===== config.mk =====
export PLATFORM = sky130hd
export DESIGN_NAME = mnist_job_arbiter
export DESIGN_NICKNAME = d
export VERILOG_FILES = /design/src/rtl/mnist_job_arbiter.sv
export SDC_FILE = /design/constraint.sdc
export NUM_CORES = 1
export LEC_CHECK = 0
export ABC_AREA = 1
export CAP_MARGIN = 20
export CORE_MARGIN = 2
export CORE_UTILIZATION = 45
export CTS_CLUSTER_DIAMETER = 40
export DETAILED_ROUTE_END_ITERATION = 8
export PLACE_DENSITY_LB_ADDON = 0.12
export SLEW_MARGIN = 5
export SYNTH_ARGS = -nofsm -noshare
export SYNTH_HDL_FRONTEND = slang
export SYNTH_SLANG_ARGS = --single-unit

===== constraint.sdc =====
create_clock -name clk -period 10.3 [get_ports clk]
set_clock_uncertainty 0.05 [all_clocks]
set_input_delay 1.03 -clock clk [delete_from_list [all_inputs] [get_ports clk]]
set_output_delay 1.03 -clock clk [all_outputs]
set_load 0.01 [all_outputs]

===== src/rtl/mnist_job_arbiter.sv =====
// mnist_job_arbiter: round-robin job arbiter in front of one MNIST core.
// Ports: req/req_img_sel/grant (job intake), net_* (core side),
//   resp_* (per-requester valid/ready result), busy, clk, rst (async high).
module mnist_job_arbiter #(
    parameter int NUM_REQ        = 2,
    parameter int IMG_SEL_W      = 4,
    parameter int TIMEOUT_CYCLES = 200000,
    parameter int NUM_CLASSES    = 10
) (
    input  logic                       clk,
    input  logic                       rst,
    input  logic [NUM_REQ-1:0]         req,
    input  logic [NUM_REQ*IMG_SEL_W-1:0] req_img_sel,
    output logic [NUM_REQ-1:0]         grant,
    output logic                       net_start,
    output logic [IMG_SEL_W-1:0]       net_img_sel,
    input  logic                       net_done,
    input  logic [16*NUM_CLASSES-1:0]  net_scores,
    output logic [NUM_REQ-1:0]         resp_valid,
    input  logic [NUM_REQ-1:0]         resp_ready,
    output logic [3:0]                 resp_class,
    output logic [15:0]                resp_score,
    output logic                       resp_err,
    output logic                       busy
);
    localparam int IDX_W = (NUM_REQ > 1) ? $clog2(NUM_REQ) : 1;
    localparam int TMR_W = $clog2(TIMEOUT_CYCLES + 1);

    typedef enum logic [1:0] {
        IDLE,
        WAIT,
        ARGMAX,
        RESP
    } state_t;

    state_t state, state_n;

    logic [IDX_W-1:0]       ptr;
    logic [IDX_W-1:0]       owner;
    logic [IDX_W-1:0]       win;
    logic [IDX_W-1:0]       cand;
    logic                   found;
    logic [TMR_W-1:0]       timer;
    logic [3:0]             idx;
    logic [3:0]             best_idx;
    logic signed [15:0]     best;
    logic signed [15:0]     cur;
    logic [16*NUM_CLASSES-1:0] scores;
    logic signed [15:0]     sc [NUM_CLASSES];
    logic [IMG_SEL_W-1:0]   sel [NUM_REQ];
    logic                   done_ok;
    logic                   timeout;
    logic                   last;
    logic                   better;
    logic                   hs;

    always_comb begin
        for (int k = 0; k < NUM_REQ; k++) begin
            sel[k] = req_img_sel[k*IMG_SEL_W +: IMG_SEL_W];
        end
        for (int k = 0; k < NUM_CLASSES; k++) begin
            sc[k] = scores[16*k +: 16];
        end
    end

    // Round-robin search starting just above the last winner.
    always_comb begin
        found = 1'b0;
        win   = ptr;
        cand  = ptr;
        for (int k = 0; k < NUM_REQ; k++) begin
            if (cand == IDX_W'(NUM_REQ - 1)) begin
                cand = '0;
            end else begin
                cand = cand + IDX_W'(1);
            end
            if (!found && req[cand]) begin
                found = 1'b1;
                win   = cand;
            end
        end
    end

    // timer is still 0 in the net_start cycle, so a done there is ignored.
    assign done_ok = net_done && (timer != '0);
    assign timeout = (timer == TMR_W'(TIMEOUT_CYCLES - 1));
    assign last    = (idx == 4'(NUM_CLASSES - 1));
    assign cur     = sc[idx];
    assign better  = (idx == 4'd0) || (cur > best);
    assign hs      = resp_ready[owner];

    always_comb begin
        state_n = state;
        unique case (state)
            IDLE:    if (found) state_n = WAIT;
            WAIT: begin
                if (done_ok) begin
                    state_n = ARGMAX;
                end else if (timeout) begin
                    state_n = RESP;
                end
            end
            ARGMAX:  if (last) state_n = RESP;
            RESP:    if (hs) state_n = IDLE;
            default: state_n = IDLE;
        endcase
    end

    always_ff @(posedge clk or posedge rst) begin
        if (rst) begin
            state <= IDLE;
        end else begin
            state <= state_n;
        end
    end

    always_ff @(posedge clk or posedge rst) begin
        if (rst) begin
            ptr         <= IDX_W'(NUM_REQ - 1);
            owner       <= '0;
            grant       <= '0;
            net_start   <= 1'b0;
            net_img_sel <= '0;
            timer       <= '0;
            idx         <= '0;
            scores      <= '0;
            best        <= '0;
            best_idx    <= '0;
            resp_class  <= '0;
            resp_score  <= '0;
            resp_err    <= 1'b0;
        end else begin
            grant     <= '0;
            net_start <= 1'b0;
            unique case (state)
                IDLE: begin
                    if (found) begin
                        owner       <= win;
                        ptr         <= win;
                        net_img_sel <= sel[win];
                        grant       <= NUM_REQ'(1) << win;
                        net_start   <= 1'b1;
                        timer       <= '0;
                    end
                end
                WAIT: begin
                    timer <= timer + TMR_W'(1);
                    if (done_ok) begin
                        scores <= net_scores;
                        idx    <= '0;
                    end else if (timeout) begin
                        resp_err   <= 1'b1;
                        resp_class <= 4'hF;
                        resp_score <= '0;
                    end
                end
                ARGMAX: begin
                    idx <= idx + 4'd1;
                    if (better) begin
                        best     <= cur;
                        best_idx <= idx;
                    end
                    // Final element folds in directly so the result is
                    // registered in the same cycle.
                    if (last) begin
                        resp_err   <= 1'b0;
                        resp_class <= better ? idx : best_idx;
                        resp_score <= better ? cur : best;
                    end
                end
                RESP: begin
                end
                default: begin
                end
            endcase
        end
    end

    assign resp_valid = (state == RESP) ? (NUM_REQ'(1) << owner) : '0;
    assign busy       = (state != IDLE);

endmodule


==> impl_metrics.yaml, run 1 <==
timing:
  fmax_ghz: 0.2119
  setup_viol: 0
  rsz0062_at_grt: "false"
  setup_tns_ps: 0
  worst_pin_slew_ps: 1017
  finalHoldViolations: 0
  whs_ps: 427.3
  relSlewSlack_pct: 32.21
  fin_crit_ps: 4719
  slew_violations: 0
  finalWorstSetupSlack_ps: 5581
  timing.final.crit_share_pct: 45.82
floorplanning:
  die_w_um: 163.5
  design.core.area_um2: 25110
  start_util_pct: 45.59
  rows: 58
  die_h_um: 163.5
  dieArea_um2: 26730
  pin_count: 206
pwr:
  combPwrFrac_pct: 42.7
  swShare_pct: 39.01
  clkPwrFrac_pct: 26.5
  leakage_nw: 6.948
  peakVddDrop_mv: 0.1938
  pwr-share-seq_pct: 30.8
  p_int_w: 0.003069
  power.net_switching_w: 0.001963
  powerDensity_nw_per_um2: 334.1
cells_and_area:
  n_antenna_cell: 0
  seq_area_um2: 5859
  multi_input_area_um2: 4890
  nNetsFinal: 1608
  layout-drive-gt1-share_pct: 16.26
  n_fill_cell: 2205
  postLayoutCellArea_um2: 15060
  area_growth_pct: 31.58
cts:
  clock-sinks: 234
  cts_setup_buffers: 0
  cts.reportedPaths.clkPinSlew_ps: 50
  cts-resized-gates: 0
  cts-root-buf: "clkbuf_16"
  cts_buffers: 39
  clock_path_buffers: 3
  worstSkewPairLatency_ps: 520
  cts_hold_buf: 0
  tritoncts: "yes"
  cts.htree.levels: 2
logic_synthesis:
  syn_avg_cell_area_um2: 9.405
  synth_compound_area_share_pct: 8.898
  ys_warn_count: 0
  ys_types: 37
  yosys.area.top_type_share_pct: 50.94
  synthAdderAreaFrac_pct: 2.733
  synth-simple-area-share_pct: 17.67
  syn-instance-count: 1217
  synth_top_area_cell: "dfrtp_1"
  synthTopCellsByCount: "233 x dfrtp_1, 206 x nand2_1, 134 x mux2_2"
  ys_top_cells_by_area: "dfrtp_1 51%, mux2_2 13%, nand2_1 6.8%, o21ai_0 4.7%, nor2_1 4.0%"
  synthFlopType: "dfrtp_1"
  async_flop_share_pct: 100.0
  synthXorXnorAreaFrac_pct: 0.1530
  syn_area_um2: 11450
  synthMostInstantiatedCell: "dfrtp_1"
  synth_mux_area_share_pct: 13.18
  synth_seq_cells: 234
  syn_nets: 1417
  synth_edf_count: 0
  synth_top_family_by_area: "simple AND/OR/NAND/NOR gates"
  yosysSeqAreaShare_pct: 51.17
global_routing:
  grt_pass1_wl_um: 48940
  antenna_found_initial: 0
  grt_usage_pct: 23.16
  gr-total-overflow: 0
  grt_pass1_vias: 9248
  grt_max_degree: 109
routing:
  ant_nets: 0
  num_vias: 9260
  dr.pass1.iters: 5
  wl_per_cell_um: 17.29
  drc_errors: 0
  drt-total-wl_um: 30580
  drt_iter0_drc: 528
  drt-vias-per-instance: 5.235
place:
  dp_hpwl_um: 20730
  gp_congestion: 0.8009
  placed_area_um2: 13650
  port_buffers: 205
  pre_cts_ws_ps: 5113
min_path:
  hold_class: "register to register"
critical_path:
  crit_type: "register to register"
  crit_fanout: 36
  cp.required_ps: 10690
  worstPathArrival_ps: 5110
  startpoint_type: "register"
  endpoint_kind: "register"
status:
  status: "completed"
flow_run:
  maxCapViolations: 0
==> layout by cell type (no fill, tap or decap), types with 4 or more instances in the layout <==
cell type,n
dfrtp_1,231
nand2_1,206
clkdlybuf4s50_1,205
mux2_2,134
nor2_1,122
o21ai_0,107
inv_1,92
a21oi_1,61
nand3_1,61
clkbuf_16,39
nand4_1,25
ha_1,24
o22ai_1,18
and3_1,16
nor3_1,16
buf_4,8
inv_6,7
clkbuf_8,7
nand2_2,4
clkinvlp_4,4
clkinv_2,4
bufinv_16,4
==> power by group through the flow <==
stage / Sequential [W] / Clock, W / Combinational [W]
after detailed placement: 0.00157 / 0 / 0.00212
after global placement: 0.00156 / 0 / 0.00207
after floorplan: 0.00150 / 0 / 0.00156
after global routing: 0.00160 / 0.00140 / 0.00244
after CTS: 0.00156 / 0.00135 / 0.00213
final: 0.00155 / 0.00133 / 0.00215
==> area by class of cell <==
cell class,instances,area share (%)
Clock buffer,48,7.170
Inverter,96,2.442
Tap cell,330,2.742
Sequential cell,234,38.91
Clock inverter,24,1.861
Timing Repair Buffer,216,14.41
Multi-Input combinational cell,821,32.47
==> routing by layer <==
layer	vias up	part of all wire, %	GRT usage, %	routed length [um]
met4	0	2.4	7.057	724
met2	262	47	37.21	14390
li1	4484	-	-	-
met5	-	0	0	0
met3	52	7.2	5.866	2205
met1	4462	43	31.00	13270
==> worst paths after layout <==
| path | slack [ps] | end | start | depth (start not counted) |
|---|---|---|---|---|
| worst max-delay path | 5580 | best_idx[0] | idx[1] | 19 |
| worst min-delay path | 430 | resp_class[2] | resp_class[2] | 2 |
| worst max register to register | 5580 | best_idx[0] | idx[1] | 19 |
| worst min register to register | 430 | resp_class[2] | resp_class[2] | 2 |
| max in group asynchronous | 7710 | scores[28] | rst | 3 |
| min in group asynchronous | 1020 | scores[150] | rst | 2 |
==> sequential cells by signal, summed over array words and instances (netlist names), 2 cells and up <==
signal / flops
idx: 4
scores: 160
net_img_sel: 4
state: 2
resp_class: 4
best: 16
timer: 18
resp_score: 16
best_idx: 4
grant: 2
==> critical path, cell delays in order, from the launching register on <==
cell     delay, ps
dfrtp_2        630
inv_2          600
o21ai_0        200
o22ai_1        270
nand2_1         80
and3_1         220
inv_1           70
ha_1           230
nand2_1         60
nand2_1         40
nand3_1         60
nand2_1         60
a21oi_1        210
nand2_1         80
nand2_1         90
nand3_1        640
nand2_2        640
nand2_1        100
nand3_1        110
nor2b_1        160
==> cell families after synthesis <==
kind of cell,Yosys count
AOI/OAI and AO/OA,195
xor gates and xnor gates,2
adders and majority gates,25
buffers and inverters,162
DFF,234
muxes,134
and+or+nand+nor,465
==> metrics by stage <==
| stage | instances | total power (W) | utilization (%) |
|---|---|---|---|
| 2_1_floorplan | 1217 | 0.003052 | - |
| 3_3_place_gp | 1692 | 0.003632 | 54.27 |
| 3_5_place_dp | 1694 | 0.003692 | 54.35 |
| 4_1_cts | 1766 | 0.005053 | 59.76 |
| 5_1_grt | 1769 | 0.005430 | 59.98 |
| 6_report | 1769 | 0.005031 | 59.98 |
No activity file was read; power rests on OpenSTA's default activity.
==> inputs of run 2 (changes only) <==
- clock period: 10.3 -> 4.35 ns (I/O delays scaled with it)
==> run 2 against run 1 <==
Wire length fell by 0.46%. Sequential power rose by 130%. Clock power rose by 110%. Non-clock buffer count rose by 5. First-iteration DRC count rose by 9.1%. Design area fell by 0.66%. Critical path depth rose by 3. Utilization fell by 0.39 points. Cell count fell by 0.23%. Worst hold slack got worse by 130 ps. Setup slack got worse by 5100 ps. Largest cell class unchanged. Highest routed layer is now met5.
==> impl_metrics.yaml, run 2 (synthesis gave the netlist of run 1 again) <==
cells_and_area:
  nNetsFinal: 1611
  area_growth_pct: 30.72
  final_common_cell: "dfrtp_1"
  largest_register_ffs: 160
  n_fill_cell: 2230
  top_register: "scores"
  layout-drive-gt1-share_pct: 15.75
  layout_common_cells: "231 x dfrtp_1, 206 x nand2_1, 205 x clkdlybuf4s50_1"
  top_regs: "scores x160, timer x18"
  n_antenna_cell: 0
critical_path:
  worstPathArrival_ps: 4150
  endpoint_kind: "register"
  startpoint_type: "register"
  crit_fanout: 18
  crit_type: "register to register"
  cp.required_ps: 4650
routing:
  drt_iter0_drc: 576
  num_vias: 9222
  ant_nets: 0
  drt-total-wl_um: 30440
  drt-vias-per-instance: 5.225
  drc_errors: 0
  wl_per_cell_um: 17.25
  dr.pass1.iters: 4
global_routing:
  grt_usage_pct: 22.84
  grt_pass1_wl_um: 48120
  gr-total-overflow: 0
  grt_max_degree: 189
  grt_pass1_vias: 9144
  antenna_found_initial: 1
flow_run:
  maxCapViolations: 0
cts:
  worstSkewPairLatency_ps: 500
  cts-root-buf: "clkbuf_16"
  cts_buffers: 37
  cts_hold_buf: 0
  cts-resized-gates: 0
  clock-sinks: 234
  cts.reportedPaths.clkPinSlew_ps: 60
  cts.htree.levels: 2
  tritoncts: "yes"
  cts_setup_buffers: 0
  clock_path_buffers: 3
timing:
  fin_crit_ps: 3855
  setup_viol: 0
  finalHoldViolations: 0
  setup_tns_ps: 0
  timing.final.crit_share_pct: 88.62
  fmax_ghz: 0.2594
  relSlewSlack_pct: 32.18
  whs_ps: 299.4
  worst_pin_slew_ps: 1017
  rsz0062_at_grt: "false"
  slew_violations: 0
min_path:
  hold_class: "primary input to async pin"
status:
  status: "completed"
pwr:
  powerDensity_nw_per_um2: 775.2
  leakage_nw: 6.891
  peakVddDrop_mv: 0.4633
place:
  dp_hpwl_um: 21080
  gp_congestion: 0.8142
  port_buffers: 205
floorplanning:
  die_w_um: 163.5
  rows: 58
  design.core.area_um2: 25110
  start_util_pct: 45.59
  dieArea_um2: 26730
  die_h_um: 163.5
  pin_count: 206
## run 2: worst paths after layout
check	start	endpoint	slack (ps)	cells past startpoint
min	rst	best[14]	300	2
min reg2reg	resp_class[2]	resp_class[2]	430	2
max reg2reg	idx[1]	best[0]	490	22
min in group clk	resp_class[2]	resp_class[2]	430	2
max in group asynchronous	rst	ptr	3050	3
max	idx[1]	best[0]	490	22
## run 2: cell type report
cell class                 count  area (um2)  share of cell area (%)
sequential                   234        5859                   39.16
multi-input combinational    821        4890                   32.68
timing repair buffer         221        2247                   15.02
clock buffer                  46       989.7                   6.615
tap                          330       412.9                   2.760
inverter                      96       364.1                   2.434
clock inverter                17       198.9                   1.330
## run 2: layer usage
metal / vias up / wire length (um) / GRT usage, %
met5: - / 13 / 0
met4: 2 / 839 / 7.775
met3: 64 / 1989 / 4.774
met2: 294 / 14260 / 37.34
met1: 4364 / 13340 / 30.34
li1: 4498 / - / -
## run 2: stage by stage
| step | cell area, um2 | std cells | setup WS (ps) | utilization [%] | total power [W] |
|---|---|---|---|---|---|
| 2_1_floorplan | 11450 | 1217 | 801.9 | - | 0.007227 |
| 3_3_place_gp | 13770 | 1702 | 548.8 | 54.85 | 0.008712 |
| 3_5_place_dp | 13770 | 1702 | 519.9 | 54.85 | 0.008827 |
| 4_1_cts | 14960 | 1765 | 521.4 | 59.59 | 0.01172 |
| 5_1_grt | 14960 | 1765 | 127.2 | 59.59 | 0.01253 |
| 6_report | 14960 | 1765 | 495.0 | 59.59 | 0.01160 |
## run 2: power by group
part | internal [W] | switching, W | leakage (nW) | total, W
combinational | 0.00213 | 0.00302 | 3.45 | 0.00514
sequential | 0.00315 | 0.000487 | 2.87 | 0.00363
clock | 0.00180 | 0.00102 | 0.571 | 0.00282
## run 2: critical path, cell delays in order, from the launching register on
cell and delay (ps):
dfrtp_2 540, inv_2 190, buf_4 230, nor2_1 120
nor2_1 60, o21ai_0 370, and3_1 250, inv_1 50
ha_1 280, nand2_1 70, nand2_1 40, nand2_1 50
nand2_1 50, nand2_1 50, nand2_1 60, nand2_1 80
nand2_1 50, nand2_1 90, nand3_1 270, nand2_2 450
nand2_1 140, nand3_1 100, o21ai_0 80
==> inputs of run 3 (changes only) <==
- ABC_CLOCK_PERIOD_IN_PS: default -> 4350
- CTS_BUF_LIST: default -> sky130_fd_sc_hd__clkbuf_8 sky130_fd_sc_hd__clkbuf_16
- SLEW_MARGIN: 5 -> 20
==> run 3 against run 2 <==
Via count increased by 0.14%. Critical path type unchanged. Die area unchanged. Wire length about the same. Cell count did not move. First-iteration DRC count rose by 1.7%. Sequential cell count stayed put. Setup slack better by 7.5 ps. Critical endpoint unchanged.
==> impl_metrics.yaml, run 3 (synthesis gave the netlist of run 1 again) <==
floorplanning:
  pin_count: 206
  dieArea_um2: 26730
  die_h_um: 163.5
  start_util_pct: 45.59
  die_w_um: 163.5
  rows: 58
  design.core.area_um2: 25110
routing:
  drt-total-wl_um: 30470
  drt_iter0_drc: 586
  ant_nets: 0
  wl_per_cell_um: 17.26
  dr.pass1.iters: 5
  num_vias: 9235
  drt-vias-per-instance: 5.232
  drc_errors: 0
cts:
  cts-root-buf: "clkbuf_16"
  cts_buffers: 37
  cts-resized-gates: 0
  cts.reportedPaths.clkPinSlew_ps: 60
  clock-sinks: 234
  tritoncts: "yes"
  clock_path_buffers: 3
  worstSkewPairLatency_ps: 500
  cts_setup_buffers: 0
  cts.htree.levels: 2
  cts_hold_buf: 0
global_routing:
  antenna_found_initial: 1
  grt_pass1_vias: 9144
  grt_usage_pct: 22.84
  grt_max_degree: 189
  gr-total-overflow: 0
  grt_pass1_wl_um: 48120
critical_path:
  cp.required_ps: 4650
  reg2reg_from: "idx[1]"
  worstSetupStartpoint: "idx[1]"
  endpoint_kind: "register"
  crit_type: "register to register"
  crit_fanout: 18
  worstPathArrival_ps: 4150
  startpoint_type: "register"
cells_and_area:
  layout-drive-gt1-share_pct: 15.75
  top_register: "scores"
  largest_register_ffs: 160
  multi_input_area_um2: 4890
  top_regs: "scores x160, timer x18"
  final_common_cell: "dfrtp_1"
  area_growth_pct: 30.72
  nNetsFinal: 1611
  n_fill_cell: 2230
  stdcell_count: 1765
  n_antenna_cell: 0
  seq_area_um2: 5859
  layout_common_cells: "231 x dfrtp_1, 206 x nand2_1, 205 x clkdlybuf4s50_1"
timing:
  fin_crit_ps: 3848
  rsz0062_at_grt: "false"
  fmax_ghz: 0.2599
  finalHoldViolations: 0
  timing.final.crit_share_pct: 88.45
  setup_viol: 0
  setup_tns_ps: 0
  worst_pin_slew_ps: 1037
  slew_violations: 0
  relSlewSlack_pct: 30.86
pwr:
  peakVddDrop_mv: 0.4611
  leakage_nw: 6.916
  powerDensity_nw_per_um2: 774.3
place:
  port_buffers: 205
  dp_cells: 1702
  dp_hpwl_um: 21080
  gp_congestion: 0.8142
status:
  status: "completed"
flow_run:
  maxCapViolations: 0
min_path:
  hold_class: "primary input to async pin"
==> run 3: cell types whose count changed in the layout (fill, tap and decap cells not counted), sizes merged <==
cell    previous run  this run
inv               99       105
clkbuf            46        40
==> run 3: power breakdown <==
part	total, W	internal [W]	switching [W]
sequential	0.00363	0.00315	0.000487
clock	0.00281	0.00179	0.00102
combinational	0.00514	0.00213	0.00302
==> run 3: worst max-delay path: stages, from the launching register on <==
cell and delay, ps:
dfrtp_2 540, inv_2 190, buf_4 230, nor2_1 110, nor2_1 50, o21ai_0 350, and3_1 250, inv_1 50
ha_1 280, a21oi_1 150, nor2_1 50, nor2_1 80, nand2_1 70, nand2_1 80, nand2_1 50, nand2_1 90
nand3_1 270, nand2_2 440, nand2_1 140, nand3_1 100, o21ai_0 80
==> run 3: path summary, 6_finish.rpt <==
check | endpoint | cells past startpoint | slack [ps]
worst max-delay path | best[0] | 20 | 500
worst min-delay path | best[14] | 2 | 300
worst max register to register | best[0] | 20 | 500
worst min register to register | resp_class[2] | 2 | 430
max in group asynchronous | ptr | 3 | 3050
min in group clk | resp_class[2] | 2 | 430
==> run 3: cell type report <==
type / count / area share [%]
flip-flops and latches: 234 / 39.16
multi-input cells: 821 / 32.68
repair buffers: 221 / 15.02
clock buffers: 40 / 6.464
well taps: 330 / 2.760
inverters: 96 / 2.434
clock inverters: 23 / 1.480
==> run 3: metal layers <==
layer  track usage [%]  vias to the layer above  part of all wire, %
met5                 0                        -                0.043
met4             7.775                        2                  2.7
met3             4.774                       64                  6.5
met2             37.34                      296                   47
met1             30.34                     4378                   44
li1                  -                     4495                    -
==> run 3: stage by stage <==
step | power, W | setup WS, ps | instance area [um2] | util, % | hold slack (ps)
finish | 0.01158 | 502.5 | 14960 | 59.59 | 301.1
global route | 0.01252 | 127.2 | 14960 | 59.59 | 345.8
CTS | 0.01171 | 521.4 | 14960 | 59.59 | 298.6
detailed placement | 0.008827 | 519.9 | 13770 | 54.85 | 419.6
global placement | 0.008712 | 548.8 | 13770 | 54.85 | 415.8
floorplan | 0.007227 | 801.9 | 11450 | - | 423.9
